[src/rtl/rl_sched_pkg.sv]
// Shared types and constants for the RL period scheduler.
// Field positions locate the address nibbles and data byte in a requester word.
package rl_sched_pkg;

    typedef enum logic {
        IDLE = 1'b0,
        HOLD = 1'b1
    } state_t;

    localparam int DEF_NUM_PERIODI = 10;
    localparam int DEF_N_REQ       = 4;

    localparam int NIB_HI_LSB = 12;
    localparam int NIB_LO_LSB = 8;
    localparam int BYTE_LSB   = 0;

endpackage

[src/rtl/rl_period_scheduler_if.sv]
// Requester-side bundle of the RL period scheduler.
// The master drives requests and words; the slave is the scheduler.
interface rl_period_scheduler_if #(
    parameter int N_REQ = 4
);
    logic [N_REQ-1:0]    req;
    logic [N_REQ-1:0]    x;
    logic [16*N_REQ-1:0] d_flat;
    logic [N_REQ-1:0]    ack;
    logic [3:0]          a3_a0;
    logic [7:0]          z7_z0;
    logic                valid;
    logic [2:0]          owner;

    modport master (
        output req, x, d_flat,
        input  ack, a3_a0, z7_z0, valid, owner
    );

    modport slave (
        input  req, x, d_flat,
        output ack, a3_a0, z7_z0, valid, owner
    );
endinterface

[src/rtl/rl_rr_pick.sv]
// Combinational winner selection for the RL period scheduler.
// RL_SCHED_FIXED_PRIO_EN selects lowest-index priority and drops the pointer.
module rl_rr_pick #(
    parameter int N_REQ = 4,
    parameter int PW    = $clog2(N_REQ)
) (
    input  logic [N_REQ-1:0] req,
`ifndef RL_SCHED_FIXED_PRIO_EN
    input  logic [PW-1:0]    ptr,
`endif
    output logic [PW-1:0]    win,
    output logic             any
);
    assign any = |req;

`ifdef RL_SCHED_FIXED_PRIO_EN
    always_comb begin
        win = '0;
        for (int i = N_REQ - 1; i >= 0; i--) begin
            if (req[i]) win = PW'(i);
        end
    end
`else
    logic [PW:0] idx;
    logic        found;

    // Scan from the pointer upward, wrapping modulo N_REQ.
    always_comb begin
        win   = '0;
        idx   = '0;
        found = 1'b0;
        for (int i = 0; i < N_REQ; i++) begin
            idx = {1'b0, ptr} + (PW+1)'(i);
            if (idx >= (PW+1)'(N_REQ)) idx = idx - (PW+1)'(N_REQ);
            if (!found && req[idx[PW-1:0]]) begin
                win   = idx[PW-1:0];
                found = 1'b1;
            end
        end
    end
`endif
endmodule

[src/rtl/rl_period_scheduler.sv]
// Arbitrated period-based output stage in front of the RL output interface.
// Define RL_SCHED_FIXED_PRIO_EN for fixed lowest-index priority.
module rl_period_scheduler
    import rl_sched_pkg::*;
#(
    parameter int NUM_PERIODI = DEF_NUM_PERIODI,
    parameter int N_REQ       = DEF_N_REQ
) (
    input logic clock,
    input logic reset,
    rl_period_scheduler_if.slave bus
);
    localparam int PW = $clog2(N_REQ);
    localparam int CW = $clog2(NUM_PERIODI);

    state_t           state_q, state_d;
    logic [CW-1:0]    cnt_q, cnt_d;
    logic [N_REQ-1:0] ack_q, ack_d;
    logic [3:0]       a_q, a_d;
    logic [7:0]       z_q, z_d;
    logic             valid_q, valid_d;
    logic [2:0]       owner_q, owner_d;
    logic [PW-1:0]    win;
    logic             any;
    logic             load;
    logic [15:0]      word;

    assign word = 16'(bus.d_flat >> {win, 4'b0000});

`ifndef RL_SCHED_FIXED_PRIO_EN
    logic [PW-1:0] ptr_q, ptr_d;

    always_ff @(posedge clock or posedge reset) begin
        if (reset) ptr_q <= '0;
        else       ptr_q <= ptr_d;
    end

    always_comb begin
        ptr_d = ptr_q;
        if (load) ptr_d = (win == PW'(N_REQ - 1)) ? '0 : win + PW'(1);
    end
`endif

    rl_rr_pick #(.N_REQ(N_REQ), .PW(PW)) u_pick (
        .req (bus.req),
`ifndef RL_SCHED_FIXED_PRIO_EN
        .ptr (ptr_q),
`endif
        .win (win),
        .any (any)
    );

    always_ff @(posedge clock or posedge reset) begin
        if (reset) begin
            state_q <= IDLE;
            cnt_q   <= '0;
            ack_q   <= '0;
            a_q     <= '0;
            z_q     <= '0;
            valid_q <= 1'b0;
            owner_q <= '0;
        end else begin
            state_q <= state_d;
            cnt_q   <= cnt_d;
            ack_q   <= ack_d;
            a_q     <= a_d;
            z_q     <= z_d;
            valid_q <= valid_d;
            owner_q <= owner_d;
        end
    end

    always_comb begin
        state_d = state_q;
        cnt_d   = cnt_q;
        ack_d   = '0;
        a_d     = a_q;
        z_d     = z_q;
        valid_d = valid_q;
        owner_d = owner_q;
        load    = 1'b0;
        unique case (state_q)
            IDLE: load = any;
            HOLD: begin
                if (cnt_q != '0) begin
                    cnt_d = cnt_q - CW'(1);
                end else if (any) begin
                    load = 1'b1;
                end else begin
                    state_d = IDLE;
                    valid_d = 1'b0;
                    a_d     = '0;
                    z_d     = '0;
                end
            end
        endcase
        // A period end with a pending request reloads on the same edge.
        if (load) begin
            state_d = HOLD;
            cnt_d   = CW'(NUM_PERIODI - 1);
            ack_d   = N_REQ'(1) << win;
            a_d     = bus.x[win] ? word[NIB_LO_LSB +: 4] : word[NIB_HI_LSB +: 4];
            z_d     = word[BYTE_LSB +: 8];
            valid_d = 1'b1;
            owner_d = 3'(win);
        end
    end

    assign bus.ack   = ack_q;
    assign bus.a3_a0 = a_q;
    assign bus.z7_z0 = z_q;
    assign bus.valid = valid_q;
    assign bus.owner = owner_q;
endmodule

[src/flat_wrapper.sv]
// flat-port wrapper written by rule: the top's interface ports become plain ports
module rl_period_scheduler_flat import rl_sched_pkg::*;
#(
    parameter int NUM_PERIODI = DEF_NUM_PERIODI,
    parameter int N_REQ       = DEF_N_REQ
)
  (clock, reset, bus_req, bus_x, bus_d_flat, bus_ack, bus_a3_a0, bus_z7_z0, bus_valid, bus_owner);
  rl_period_scheduler_if #(.N_REQ(N_REQ)) bus_i ();
  input logic clock;
  input logic reset;
  input wire logic [$bits(bus_i.req)-1:0] bus_req;
  input wire logic [$bits(bus_i.x)-1:0] bus_x;
  input wire logic [$bits(bus_i.d_flat)-1:0] bus_d_flat;
  output wire logic [$bits(bus_i.ack)-1:0] bus_ack;
  output wire logic [$bits(bus_i.a3_a0)-1:0] bus_a3_a0;
  output wire logic [$bits(bus_i.z7_z0)-1:0] bus_z7_z0;
  output wire logic [$bits(bus_i.valid)-1:0] bus_valid;
  output wire logic [$bits(bus_i.owner)-1:0] bus_owner;
  assign bus_i.req = bus_req;
  assign bus_i.x = bus_x;
  assign bus_i.d_flat = bus_d_flat;
  assign bus_ack = bus_i.ack;
  assign bus_a3_a0 = bus_i.a3_a0;
  assign bus_z7_z0 = bus_i.z7_z0;
  assign bus_valid = bus_i.valid;
  assign bus_owner = bus_i.owner;
  rl_period_scheduler #(.NUM_PERIODI(NUM_PERIODI), .N_REQ(N_REQ)) u_core (.clock(clock), .reset(reset), .bus(bus_i));
endmodule
[config.mk]
export PLATFORM = sky130hd
export DESIGN_NAME = rl_period_scheduler_flat
export DESIGN_NICKNAME = d
export VERILOG_FILES = /design/src/rtl/rl_sched_pkg.sv /design/src/rtl/rl_period_scheduler_if.sv /design/src/rtl/rl_rr_pick.sv /design/src/rtl/rl_period_scheduler.sv /design/src/flat_wrapper.sv
export SDC_FILE = /design/constraint.sdc
export NUM_CORES = 1
export LEC_CHECK = 0
export CORE_AREA = 3 3 70 72
export CTS_CLUSTER_DIAMETER = 150
export DETAILED_ROUTE_END_ITERATION = 8
export DIE_AREA = 0 0 73 75
export PLACE_DENSITY = 0.83
export RECOVER_POWER = 25
export SYNTH_ARGS = -nofsm -noshare
export SYNTH_HDL_FRONTEND = slang
export SYNTH_SLANG_ARGS = --single-unit
[constraint.sdc]
create_clock -name clock -period 2.66 [get_ports clock]
set_input_delay 0.399 -clock clock [delete_from_list [all_inputs] [get_ports clock]]
set_output_delay 0.399 -clock clock [all_outputs]
set_load 0.01 [all_outputs]
==> summary by stage <==
Status
The run finished with clean final reports.

Die
For this configuration, the core starts out at a cell density of 0.424. In this run the core area contains 24 standard-cell rows. From bottom edge to top edge, the die measures 75 um.

The core area is 4350 um2. The die is 73 um wide. The I/O pin total is 94. The full die area is 5480 um2.

Worst setup path
Of all nets on the critical path, the largest fanout is 14. For the worst setup path, the data arrival time is 2.34 ns. In this design, the largest share of critical-path delay is due to simple AND/OR/NAND/NOR gates.

The critical path ends at u_core.bus.a3_a0[1]$_DFFE_PP0P_. In this run the critical register-to-register path is launched from u_core.cnt_q[0]$_DFFE_PP0P_. The start point of the critical path is bus_req[1]. The sort of element at the start of the critical path is an input pin. The largest individual stage delay along the critical path comes from the cell or4_1. The end of the worst register-to-register path is u_core.bus.z7_z0[6]$_DFFE_PP0P_.

For the worst flop-to-flop path, the logic depth is 7. The peak per-stage delay on the critical path is 0.75 ns. STA classifies the critical path endpoint as a flip-flop.

The kind of critical path is in -> reg. At the worst endpoint, the required time is 2.80 ns. The internal reg-to-reg setup slack is 0.61 ns.

The number of stages on the worst setup path is 6. The number of buffers and inverters on the critical path is 1. The signal on the critical path passes through clkdlybuf4s50_1 > or4_1 > o21ai_4 > and3b_4 > o211ai_2 > o211ai_1.

Drt
The final routed wire length divided by cell count is 16.8 um. After detailed routing, the total wire length is 5680 um. The total number of vias is 1908. The post-route antenna net violation count is 0.

The first-pass iteration count of the detailed router is 4. After detailed routing, the number of vias per cell comes to 5.64. After detailed routing, the number of remaining DRC violations is 0. For this block, the initial DRC count from the detailed router was 114.

Run
The max capacitance violation total is 0.

Power
The worst voltage drop across the vdd grid is 363 uV. Dividing total power by cell area gives a power density of 749 nW/um2. The static leakage is 1.25 nW.

Timing
For the pin with the worst max-slew slack, the measured transition is 1.44 ns. The worst clock skew is 0.00323 ns. In this run the tightest slew margin relative to its limit is 0.0425.

The final-report hold violation count is 0. In the final timing run, aggregate negative setup slack is 0 ns. The number of setup violations in the final report is 0.

The clock period minus final worst setup slack is 2.20 ns. Setup repair after global routing left no endpoint under its margin. The count of pins over their slew limit is 0. Timing would allow up to 455 MHz. Of the available clock period, the critical path in the final layout requires 0.826.

Final layout
The core utilization of the finished layout is 0.665. The number of fill cells is 362. The net count of the finished layout is 367. In the final layout, the share of cells above drive strength 1 is 0.0944.

The synthesis-to-layout area growth is 56.7%. The number of antenna diodes in the final layout is 0.

Global routing
For this run, the total global-route usage over all layers was measured as 0.207. The total overflow reported by the global router is 0. The initial antenna violation count is 0. The number of global-route vias before repair is 1920. The pin count of the biggest net entering global routing is 27. The wire length of the first global-routing pass is 8930 um.

Logic synthesis
The number of distinct library cell variants in the gate-level netlist after synthesis is 39. After synthesis the cells add up to 1850 um2. After synthesis the netlist holds a flip-flop and latch count of 26.

For this run, the leading register cell type out of synthesis is dfrtp_1. The synthesis warning total is 0. The number of flops mapped to enable cells by yosys is 0.

Of the post-synthesis cell area, the dominant cell type holds 0.352. The synthesized netlist net count is 275. After synthesis, the most frequently instantiated cells are 26 x dfrtp_1, 21 x mux2i_1, 21 x nand2_1. The synthesized area per cell is 9.47 um2. The share of async-settable or async-resettable flops after synthesis is 1.00. The largest total area in the synthesized netlist belongs to dfrtp_1. Yosys attributes the largest share of cell area to dfrtp_1 35%, mux2i_1 11%, o211ai_1 4.9%, nand2_1 4.3%, ha_1 4.1%. The share of the Yosys chip area taken by registers is 0.352. Yosys instantiated no cell more often than dfrtp_1. The post-synthesis cell count is 195.

Placement
The placer congestion estimate is 0.857. Detailed placement finished with a half-perimeter wire length of 4440 um. The quantity of I/O buffers inserted on ports is 92.

Clock tree
The total number of clock tree sinks is 26. The TritonCTS clock tree is built. The number of H-tree levels is 1. CTS placed an instance of clkbuf_8 at the clock tree root. The post-cts hold buffer count is 0.

After clock tree synthesis, the clock-pin slew on the worst setup and hold paths is 0.09 ns. The clock buffer count from CTS is 3. The deepest clock path buffer count is 2.

The post-CTS setup-driven buffer insertion count is 0. The clock latency on the worst-skew pair is 0.28 ns. The number of instances resized during post-cts repair is 0.

Min path
The path class of the tightest hold or removal check is reg -> reg.
==> layer usage <==
layer,part of all wire,track usage
met2,0.51,0.373
met1,0.39,0.248
met3,0.082,0.0481
met4,0.016,0.0492
met5,0,0
==> worst min-delay path by stage <==
stage | from | endpoint | slack, ns | depth (start not counted)
global route | u_core.cnt_q[0]$_DFFE_PP0P_ | u_core.cnt_q[0]$_DFFE_PP0P_ | 0.53 | 1
CTS | reset | u_core.cnt_q[2]$_DFFE_PP0P_ | 0.48 | 3
detailed placement | u_core.bus.owner[0]$_DFFE_PP0P_ | u_core.bus.owner[0]$_DFFE_PP0P_ | 0.47 | 1
finish | u_core.bus.owner[0]$_DFFE_PP0P_ | u_core.bus.owner[0]$_DFFE_PP0P_ | 0.49 | 1
floorplan | reset | u_core.bus.a3_a0[0]$_DFFE_PP0P_ | 0.44 | 1
global placement | u_core.cnt_q[0]$_DFFE_PP0P_ | u_core.cnt_q[0]$_DFFE_PP0P_ | 0.46 | 1
==> cell type report <==
class	instances	area [um2]	share of cell area
clock buffer	3	41.3	0.0143
tap	52	65.1	0.0225
multi-input combinational	147	1100	0.379
inverter	9	33.8	0.0117
sequential	26	651	0.225
timing repair buffer	100	977	0.338
clock inverter	1	30.0	0.0104
==> logic make-up after synthesis <==
group                    synth area share
multiplexers                        0.163
flip-flops                          0.352
AO/OA/AOI/OAI                       0.217
adder cells (fa/ha/maj)            0.0406
AND/OR/NAND/NOR                     0.171
other                             0.00203
buffers and inverters              0.0542
==> through the flow <==
step | hold slack, ns | setup slack (ns) | instances | instance area (um2) | power (W)
floorplan | 0.439 | 0.891 | 195 | 1850 | 0.00132
global placement | 0.458 | 0.241 | 334 | 2830 | 0.00180
detailed placement | 0.472 | 0.176 | 334 | 2830 | 0.00184
CTS | 0.479 | 0.469 | 338 | 2900 | 0.00218
global route | 0.529 | 0.386 | 338 | 2890 | 0.00232
finish | 0.494 | 0.464 | 338 | 2890 | 0.00217
==> power by group <==
part,switching [W],internal [W],leakage (nW)
clock,0.000132,0.000202,0.0357
sequential,0.000110,0.000558,0.321
combinational,0.000571,0.000595,0.898
==> sequential cells by signal, summed over array words and instances (netlist names) <==
| signal | count |
|---|---|
| u_core.bus.valid | 1 |
| u_core.bus.a3_a0 | 4 |
| u_core.state_q | 1 |
| u_core.cnt_q | 4 |
| u_core.bus.owner | 2 |
| u_core.ptr_q | 2 |
| u_core.bus.z7_z0 | 8 |
| u_core.bus.ack | 4 |
==> worst register-to-register path: stages, from the launching register on <==
cell and delay (ns):
dfrtp_1 0.41, inv_1 0.11, ha_1 0.21, nor3b_2 0.37, nor2_1 0.12, nor2_1 0.16, nand2_1 0.31, o211ai_1 0.29
==> cell usage in the layout (no fill, tap or decap), drive strengths merged, types with 6 or more instances in the layout <==
cell           instances
dfrtp                 26
o211ai                16
o21ai                  7
a211o                  8
mux2i                 21
mux2                   8
nand4                 12
nand2                 21
o31ai                  9
ha                     6
buf                    7
nor2                   8
inv                    9
clkdlybuf4s50         91
Power figures use the tool's default switching activity.
